[src/rtl/alu_regfile_pipe_if.sv]
// Instruction/result bus between the control FSM and the ALU/register-file pipe.
interface alu_regfile_pipe_if #(
  parameter int WIDTH = 16,
  parameter int NREGS = 16
);
  localparam int AW = $clog2(NREGS);

  logic             in_valid;
  logic             in_ready;
  logic [3:0]       op;
  logic [AW-1:0]    ra;
  logic [AW-1:0]    rb;
  logic             imm_sel;
  logic [WIDTH-1:0] imm;
  logic             wb_en;
  logic [WIDTH-1:0] result_o;
  logic             result_valid;
  logic [4:0]       flags_o;
  logic [AW-1:0]    rd_addr;
  logic [WIDTH-1:0] rd_data;

  modport master (
    output in_valid, op, ra, rb, imm_sel, imm, wb_en, rd_addr,
    input  in_ready, result_o, result_valid, flags_o, rd_data
  );

  modport slave (
    input  in_valid, op, ra, rb, imm_sel, imm, wb_en, rd_addr,
    output in_ready, result_o, result_valid, flags_o, rd_data
  );
endinterface

[src/rtl/alu_regfile_pipe.sv]
// Two-stage (execute, writeback) ALU + register file with WB->EX forwarding
// and an iterative shift-add multiplier that stalls the input for WIDTH cycles.
// Flag register layout: {C,L,F,Z,N} = flags_o[4:0].
module alu_regfile_pipe #(
  parameter int WIDTH = 16,
  parameter int NREGS = 16
) (
  input  logic              clk,
  input  logic              Reset,
  alu_regfile_pipe_if.slave bus
);
  localparam int AW  = $clog2(NREGS);
  localparam int CW  = $clog2(WIDTH);
  localparam int MSB = WIDTH - 1;

  localparam logic [3:0] OP_ADD  = 4'd0;
  localparam logic [3:0] OP_ADDC = 4'd1;
  localparam logic [3:0] OP_SUB  = 4'd2;
  localparam logic [3:0] OP_SUBC = 4'd3;
  localparam logic [3:0] OP_CMP  = 4'd4;
  localparam logic [3:0] OP_AND  = 4'd5;
  localparam logic [3:0] OP_OR   = 4'd6;
  localparam logic [3:0] OP_XOR  = 4'd7;
  localparam logic [3:0] OP_MOV  = 4'd8;
  localparam logic [3:0] OP_LSH  = 4'd9;
  localparam logic [3:0] OP_RSH  = 4'd10;
  localparam logic [3:0] OP_MUL  = 4'd11;

  typedef enum logic {RUN, MUL} state_t;
  state_t state, state_nxt;

  logic [WIDTH-1:0] rf [NREGS];

  // writeback stage: res_q is both result_o and the value being written
  logic [WIDTH-1:0] res_q;
  logic             res_vld_q;
  logic             wb_we_q;
  logic [AW-1:0]    wb_addr_q;
  logic [4:0]       flg_q;

  logic [WIDTH-1:0] mul_a, mul_b, mul_acc, mul_acc_nxt;
  logic [CW-1:0]    mul_cnt;
  logic             mul_done;

  logic             accept, fwd_a, fwd_b;
  logic [WIDTH-1:0] opa, opb, rf_b;
  logic [WIDTH-1:0] alu_res;
  logic [4:0]       alu_flg;
  logic             alu_vld;
  logic [WIDTH:0]   ext;

  assign bus.in_ready     = (state == RUN);
  assign bus.result_o     = res_q;
  assign bus.result_valid = res_vld_q;
  assign bus.flags_o      = flg_q;
  // debug port sees the array only; an in-flight write is not visible yet
  assign bus.rd_data      = rf[bus.rd_addr];

  assign accept = bus.in_valid & bus.in_ready;

  // the writeback stage commits at the end of this cycle; bypass it to EX
  assign fwd_a = res_vld_q & wb_we_q & (wb_addr_q == bus.ra);
  assign fwd_b = res_vld_q & wb_we_q & (wb_addr_q == bus.rb);
  assign opa   = fwd_a ? res_q : rf[bus.ra];
  assign rf_b  = fwd_b ? res_q : rf[bus.rb];
  assign opb   = bus.imm_sel ? bus.imm : rf_b;

  assign mul_acc_nxt = mul_acc + (mul_b[0] ? mul_a : '0);
  assign mul_done    = (state == MUL) && (mul_cnt == '0);

  // single-cycle ALU; flags not touched by an op keep their current value
  always_comb begin
    alu_res = '0;
    alu_flg = flg_q;
    alu_vld = 1'b1;
    ext     = '0;
    case (bus.op)
      OP_ADD, OP_ADDC: begin
        ext = {1'b0, opa} + {1'b0, opb} +
              {{WIDTH{1'b0}}, (bus.op == OP_ADDC) & flg_q[4]};
        alu_res    = ext[MSB:0];
        alu_flg[4] = ext[WIDTH];
        alu_flg[2] = (opa[MSB] == opb[MSB]) && (alu_res[MSB] != opa[MSB]);
      end
      OP_SUB, OP_SUBC, OP_CMP: begin
        ext = {1'b0, opa} - {1'b0, opb} -
              {{WIDTH{1'b0}}, (bus.op == OP_SUBC) & ~flg_q[4]};
        alu_res    = ext[MSB:0];
        alu_flg[4] = ext[WIDTH];
        alu_flg[3] = (opa < opb);
        alu_flg[2] = (opa[MSB] != opb[MSB]) && (alu_res[MSB] != opa[MSB]);
      end
      OP_AND:  alu_res = opa & opb;
      OP_OR:   alu_res = opa | opb;
      OP_XOR:  alu_res = opa ^ opb;
      OP_MOV:  alu_res = opb;
      OP_LSH:  alu_res = opa << opb[3:0];
      OP_RSH:  alu_res = opa >> opb[3:0];
      OP_MUL:  alu_res = '0;
      default: alu_vld = 1'b0;
    endcase
    if (alu_vld) begin
      alu_flg[1] = (alu_res == '0);
      alu_flg[0] = alu_res[MSB];
    end
  end

  // FSM state register
  always_ff @(posedge clk or negedge Reset) begin
    if (!Reset) state <= RUN;
    else        state <= state_nxt;
  end

  // FSM next state: MUL holds the input off until the last iteration
  always_comb begin
    state_nxt = state;
    case (state)
      RUN:     if (accept && bus.op == OP_MUL) state_nxt = MUL;
      MUL:     if (mul_cnt == '0) state_nxt = RUN;
      default: state_nxt = RUN;
    endcase
  end

  // execute -> writeback registers and multiplier iteration
  always_ff @(posedge clk or negedge Reset) begin
    if (!Reset) begin
      res_q     <= '0;
      res_vld_q <= 1'b0;
      wb_we_q   <= 1'b0;
      wb_addr_q <= '0;
      flg_q     <= '0;
      mul_a     <= '0;
      mul_b     <= '0;
      mul_acc   <= '0;
      mul_cnt   <= '0;
    end else begin
      res_vld_q <= 1'b0;
      if (accept) begin
        wb_addr_q <= bus.ra;
        wb_we_q   <= bus.wb_en & (bus.op != OP_CMP);
        if (bus.op == OP_MUL) begin
          mul_a   <= opa;
          mul_b   <= opb;
          mul_acc <= '0;
          mul_cnt <= CW'(WIDTH - 1);
        end else if (alu_vld) begin
          res_q     <= alu_res;
          res_vld_q <= 1'b1;
          flg_q     <= alu_flg;
        end
      end else if (state == MUL) begin
        mul_acc <= mul_acc_nxt;
        mul_a   <= mul_a << 1;
        mul_b   <= mul_b >> 1;
        mul_cnt <= mul_cnt - CW'(1);
        if (mul_done) begin
          res_q     <= mul_acc_nxt;
          res_vld_q <= 1'b1;
          flg_q[1]  <= (mul_acc_nxt == '0);
          flg_q[0]  <= mul_acc_nxt[MSB];
        end
      end
    end
  end

  // register file: commit the writeback stage
  always_ff @(posedge clk or negedge Reset) begin
    if (!Reset) begin
      for (int i = 0; i < NREGS; i++) rf[i] <= '0;
    end else if (res_vld_q && wb_we_q) begin
      rf[wb_addr_q] <= res_q;
    end
  end
endmodule

[src/flat_wrapper.sv]
// flat-port wrapper written by rule: the top's interface ports become plain ports
module alu_regfile_pipe_flat 
#(
  parameter int WIDTH = 16,
  parameter int NREGS = 16
)
  (clk, Reset, bus_in_valid, bus_op, bus_ra, bus_rb, bus_imm_sel, bus_imm, bus_wb_en, bus_rd_addr, bus_in_ready, bus_result_o, bus_result_valid, bus_flags_o, bus_rd_data);
  alu_regfile_pipe_if #(.WIDTH(WIDTH), .NREGS(NREGS)) bus_i ();
  input  logic clk;
  input  logic Reset;
  input wire logic [$bits(bus_i.in_valid)-1:0] bus_in_valid;
  input wire logic [$bits(bus_i.op)-1:0] bus_op;
  input wire logic [$bits(bus_i.ra)-1:0] bus_ra;
  input wire logic [$bits(bus_i.rb)-1:0] bus_rb;
  input wire logic [$bits(bus_i.imm_sel)-1:0] bus_imm_sel;
  input wire logic [$bits(bus_i.imm)-1:0] bus_imm;
  input wire logic [$bits(bus_i.wb_en)-1:0] bus_wb_en;
  input wire logic [$bits(bus_i.rd_addr)-1:0] bus_rd_addr;
  output wire logic [$bits(bus_i.in_ready)-1:0] bus_in_ready;
  output wire logic [$bits(bus_i.result_o)-1:0] bus_result_o;
  output wire logic [$bits(bus_i.result_valid)-1:0] bus_result_valid;
  output wire logic [$bits(bus_i.flags_o)-1:0] bus_flags_o;
  output wire logic [$bits(bus_i.rd_data)-1:0] bus_rd_data;
  assign bus_i.in_valid = bus_in_valid;
  assign bus_i.op = bus_op;
  assign bus_i.ra = bus_ra;
  assign bus_i.rb = bus_rb;
  assign bus_i.imm_sel = bus_imm_sel;
  assign bus_i.imm = bus_imm;
  assign bus_i.wb_en = bus_wb_en;
  assign bus_i.rd_addr = bus_rd_addr;
  assign bus_in_ready = bus_i.in_ready;
  assign bus_result_o = bus_i.result_o;
  assign bus_result_valid = bus_i.result_valid;
  assign bus_flags_o = bus_i.flags_o;
  assign bus_rd_data = bus_i.rd_data;
  alu_regfile_pipe #(.WIDTH(WIDTH), .NREGS(NREGS)) u_core (.clk(clk), .Reset(Reset), .bus(bus_i));
endmodule
[config.mk]
export PLATFORM = sky130hd
export DESIGN_NAME = alu_regfile_pipe_flat
export DESIGN_NICKNAME = d
export VERILOG_FILES = /design/src/rtl/alu_regfile_pipe_if.sv /design/src/rtl/alu_regfile_pipe.sv /design/src/flat_wrapper.sv
export SDC_FILE = /design/constraint.sdc
export NUM_CORES = 1
export LEC_CHECK = 0
export BUFFER_PORTS_ARGS = -buffer_cell sky130_fd_sc_hd__buf_2
export CORE_MARGIN = 4
export CORE_UTILIZATION = 69
export CTS_CLUSTER_SIZE = 40
export DETAILED_ROUTE_END_ITERATION = 12
export PLACE_DENSITY = 0.89
export SLEW_MARGIN = 20
export SYNTH_ARGS = -nofsm -noshare
export SYNTH_HDL_FRONTEND = slang
export SYNTH_SLANG_ARGS = --single-unit
[constraint.sdc]
create_clock -name clk -period 12 [get_ports clk]
set_clock_uncertainty 0.2 [all_clocks]
set_input_delay 1.8 -clock clk [delete_from_list [all_inputs] [get_ports clk]]
set_output_delay 1.8 -clock clk [all_outputs]
set_load 0.01 [all_outputs]
==> impl_metrics.yaml <==
status:
  outcome: "completed"
clock_network:
  ctsHoldBuffers: 0
  ctsResizeCount: 0
  cts-root-buf: "clkbuf_16"
  cts_setup_buffers: 0
  cts_tree: "built"
  cts_made_buffers: 37
  cts.sink_count: 335
  clock_path_buffers: 3
  insertion_delay_ns: 0.60
  cts_max_level: 2
  path_clk_slew_ns: 0.07
logic_synthesis:
  ys_seq_area_share_pct: 33.8
  synth_edf_count: 0
  syn_avg_cell_area_sq_um: 11.2
  syn_inst: 2213
  synth_area_sq_mm: 0.0248
  synthesis.nets: 2353
  yosys.area.top_type: "dfrtp_1"
  synth.most_common_cell: "dfrtp_1"
  synth_top_cell_area_share_pct: 33.8
  netlist_top_cells_area: "dfrtp_1 34%, mux4_2 20%, mux2_2 11%"
  yosysUniqueCellTypes: 85
  ys_seq_elements: 335
  yosysWarnings: 0
  synthArstFlopShare_pct: 100
  synthFlopType: "dfrtp_1"
  synthTopCellsByCount: "335 x dfrtp_1, 248 x mux2_2, 222 x mux4_2"
critical_path:
  critPathArrivalTime_ns: 8.81
  crit_fanout: 37
  r2r_slack_ns: 5.35
  reg2reg_from: "u_core.rf[227]$_DFFE_PN0P_"
  crit_path_start_kind: "input port"
  crit_path_start: "bus_rb[0]"
  crit_type: "input port to flip-flop"
  cp.required_ns: 12.30
  end_kind: "flip-flop"
floorplan:
  core_sq_mm: 0.0356
  die_h_um: 198
  start_util_pct: 69.8
  rows: 69
  die_area_sq_mm: 0.0391
  ioPinCount: 76
  fp.dieW_um: 198
global_routing:
  grtUsageMet1_pct: 57.1
  top_usage_layer: "met2"
  grtUsageMet2_pct: 68.3
  grt_pass1_vias: 21500
  grt_overflow_total: 0
  antenna_found_initial: 1
  met3_usage_pct: 14.0
  grt_max_degree: 107
  track_usage_pct: 45.8
  grt_pass1_wl_mm: 134
final_layout:
  syn2layout_area_growth_pct: 7.75
  nNetsFinal: 2342
  seqCellArea_sq_mm: 0.00838
  fillers: 2174
  multi_input_area_sq_mm: 0.0154
  drive_gt1_share_pct: 32.0
hold_path:
  hp-class: "flip-flop to flip-flop"
  hold_path.startpoint: "u_core.mul_a[15]$_DFFE_PN0P_"
timing:
  finalSetupViolCount: 0
  finalCritPeriodShare_pct: 70.9
  slew_violations: 0
  min_period_ns: 8.50
  slew_headroom_pct: 26.5
  max_freq_ghz: 0.118
  tightestPinTransition_ns: 1.09
  hold_violations: 0
  fin_tns_setup_ns: 0
  rsz0062_at_grt: "false"
placement:
  place_hpwl_mm: 57.0
  portBuffers: 75
  place_congestion: 1.02
detailed_routing:
  firstDrtPassIters: 6
  drtIter0Drc: 3247
  detail_route.wl_per_cell_um: 33.4
  drc: 0
  final_antenna_net_count: 0
  vias: 21600
  routed_wl_mm: 89.9
  vias_per_cell: 8.01
pwr:
  power.density_mw_per_mm2: 193
  clkPwrFrac_pct: 23.9
  power_frac_seq_pct: 36.3
  vdd_drop_max_mv: 0.177
  intPower_mw: 2.99
  p_leak_nw: 11.8
  combinationalPowerShare_pct: 39.8
  p_total_mw: 5.16
  switching_share_pct: 42.1
  power.switching_mw: 2.17
job:
  drv_cap: 0
[layout by cell type (no fill, tap or decap), types with 13 or more instances in the layout]
cell type | Yosys | final
mux2_2 | 248 | 248
ha_1 | 98 | 98
buf_2 | 18 | 71
mux4_2 | 222 | 222
nand3_1 | 33 | 33
nor2b_1 | 15 | 14
clkbuf_8 | 0 | 13
a21oi_1 | 101 | 100
nor3_1 | 38 | 37
nor2_1 | 116 | 107
o21ai_0 | 147 | 147
and2_1 | 20 | 20
nand2_1 | 182 | 180
buf_4 | 4 | 52
clkbuf_16 | 0 | 37
dfrtp_1 | 335 | 335
mux2i_1 | 70 | 70
xnor2_1 | 30 | 30
a211oi_1 | 17 | 17
a21o_1 | 17 | 17
a221oi_1 | 14 | 14
o22ai_1 | 22 | 22
inv_1 | 75 | 75
nand2b_1 | 16 | 16
[kinds of logic after synthesis]
family / count (synthesis) / synth area share (%)
adders and majority gates: 103 / 5.34
xor gates and xnor gates: 36 / 1.27
AOI/OAI and AO/OA: 456 / 11.7
buffers and inverters: 259 / 4.41
muxes: 546 / 34.7
DFF: 335 / 33.8
and+or+nand+nor: 478 / 8.87
[registers in the layout (all words and copies together) (netlist names)]
signal                   count
u_core.bus.flags_o           5
u_core.bus.result_o         15
u_core.bus.result_valid      1
u_core.mul_a                16
u_core.mul_acc              16
u_core.mul_b                16
u_core.mul_cnt               4
u_core.rf                  256
u_core.state                 1
u_core.wb_addr_q             4
u_core.wb_we_q               1
[power by group through the flow]
stage | combinational, mW | clock, mW | sequential, mW
final | 2.05 | 1.23 | 1.87
after global routing | 2.18 | 1.28 | 1.88
after CTS | 1.98 | 1.23 | 1.83
after detailed placement | 1.95 | 0 | 1.82
after global placement | 1.88 | 0 | 1.77
after floorplan | 1.49 | 0 | 1.60
[per-layer routing]
layer / vias up / share of wire (%)
li1: 8359 / -
met4: 2 / 9.6
met1: 10300 / 33
met2: 2178 / 44
met3: 686 / 13
met5: - / 0.014
[worst paths after layout]
| check | depth (start not counted) | to |
|---|---|---|
| max reg2reg | 20 | u_core.bus.flags_o[1]$_DFFE_PN0P_ |
| max | 20 | u_core.bus.flags_o[1]$_DFFE_PN0P_ |
| min reg2reg | 2 | u_core.mul_a[15]$_DFFE_PN0P_ |
| max in group asynchronous | 3 | u_core.mul_acc[14]$_DFFE_PN0P_ |
| min | 2 | u_core.mul_a[15]$_DFFE_PN0P_ |
| min in group asynchronous | 1 | u_core.bus.flags_o[4]$_DFFE_PN0P_ |
[final cells by class]
| cell class | count | area share (%) |
|---|---|---|
| timing repair buffer | 127 | 2.97 |
| multi-input combinational | 1619 | 57.5 |
| tap | 461 | 2.16 |
| antenna | 1 | 0.00936 |
| clock inverter | 16 | 0.674 |
| inverter | 82 | 1.16 |
| sequential | 335 | 31.3 |
| clock buffer | 51 | 4.14 |
[critical path: stages]
cell and delay, ns:
buf_4 0.48, buf_4 0.73, mux4_2 0.60, a221oi_2 0.30, o221a_2 0.71, inv_4 0.33, fa_1 0.46, inv_1 0.11
fa_1 0.26, o211ai_1 0.24, a211oi_1 0.47, o41ai_1 0.20, nand2_1 0.10, a21oi_1 0.05, nor4_1 0.44, o21ai_0 0.21
nor4_1 0.42, nand4_1 0.18, or4_1 0.52, o211ai_2 0.09
[through the flow]
step	instances	hold slack, ns	instance area (sq um)	setup WS (ns)	utilization [%]
2_1_floorplan	2213	0.245	24800	4.74	-
3_3_place_gp	2624	0.258	25400	3.31	71.5
3_5_place_dp	2624	0.271	25400	3.13	71.5
4_1_cts	2691	0.286	26700	3.67	75.2
5_1_grt	2691	0.319	26700	3.21	75.2
6_report	2692	0.288	26700	3.50	75.2
No activity file was read; power rests on OpenSTA's default activity.
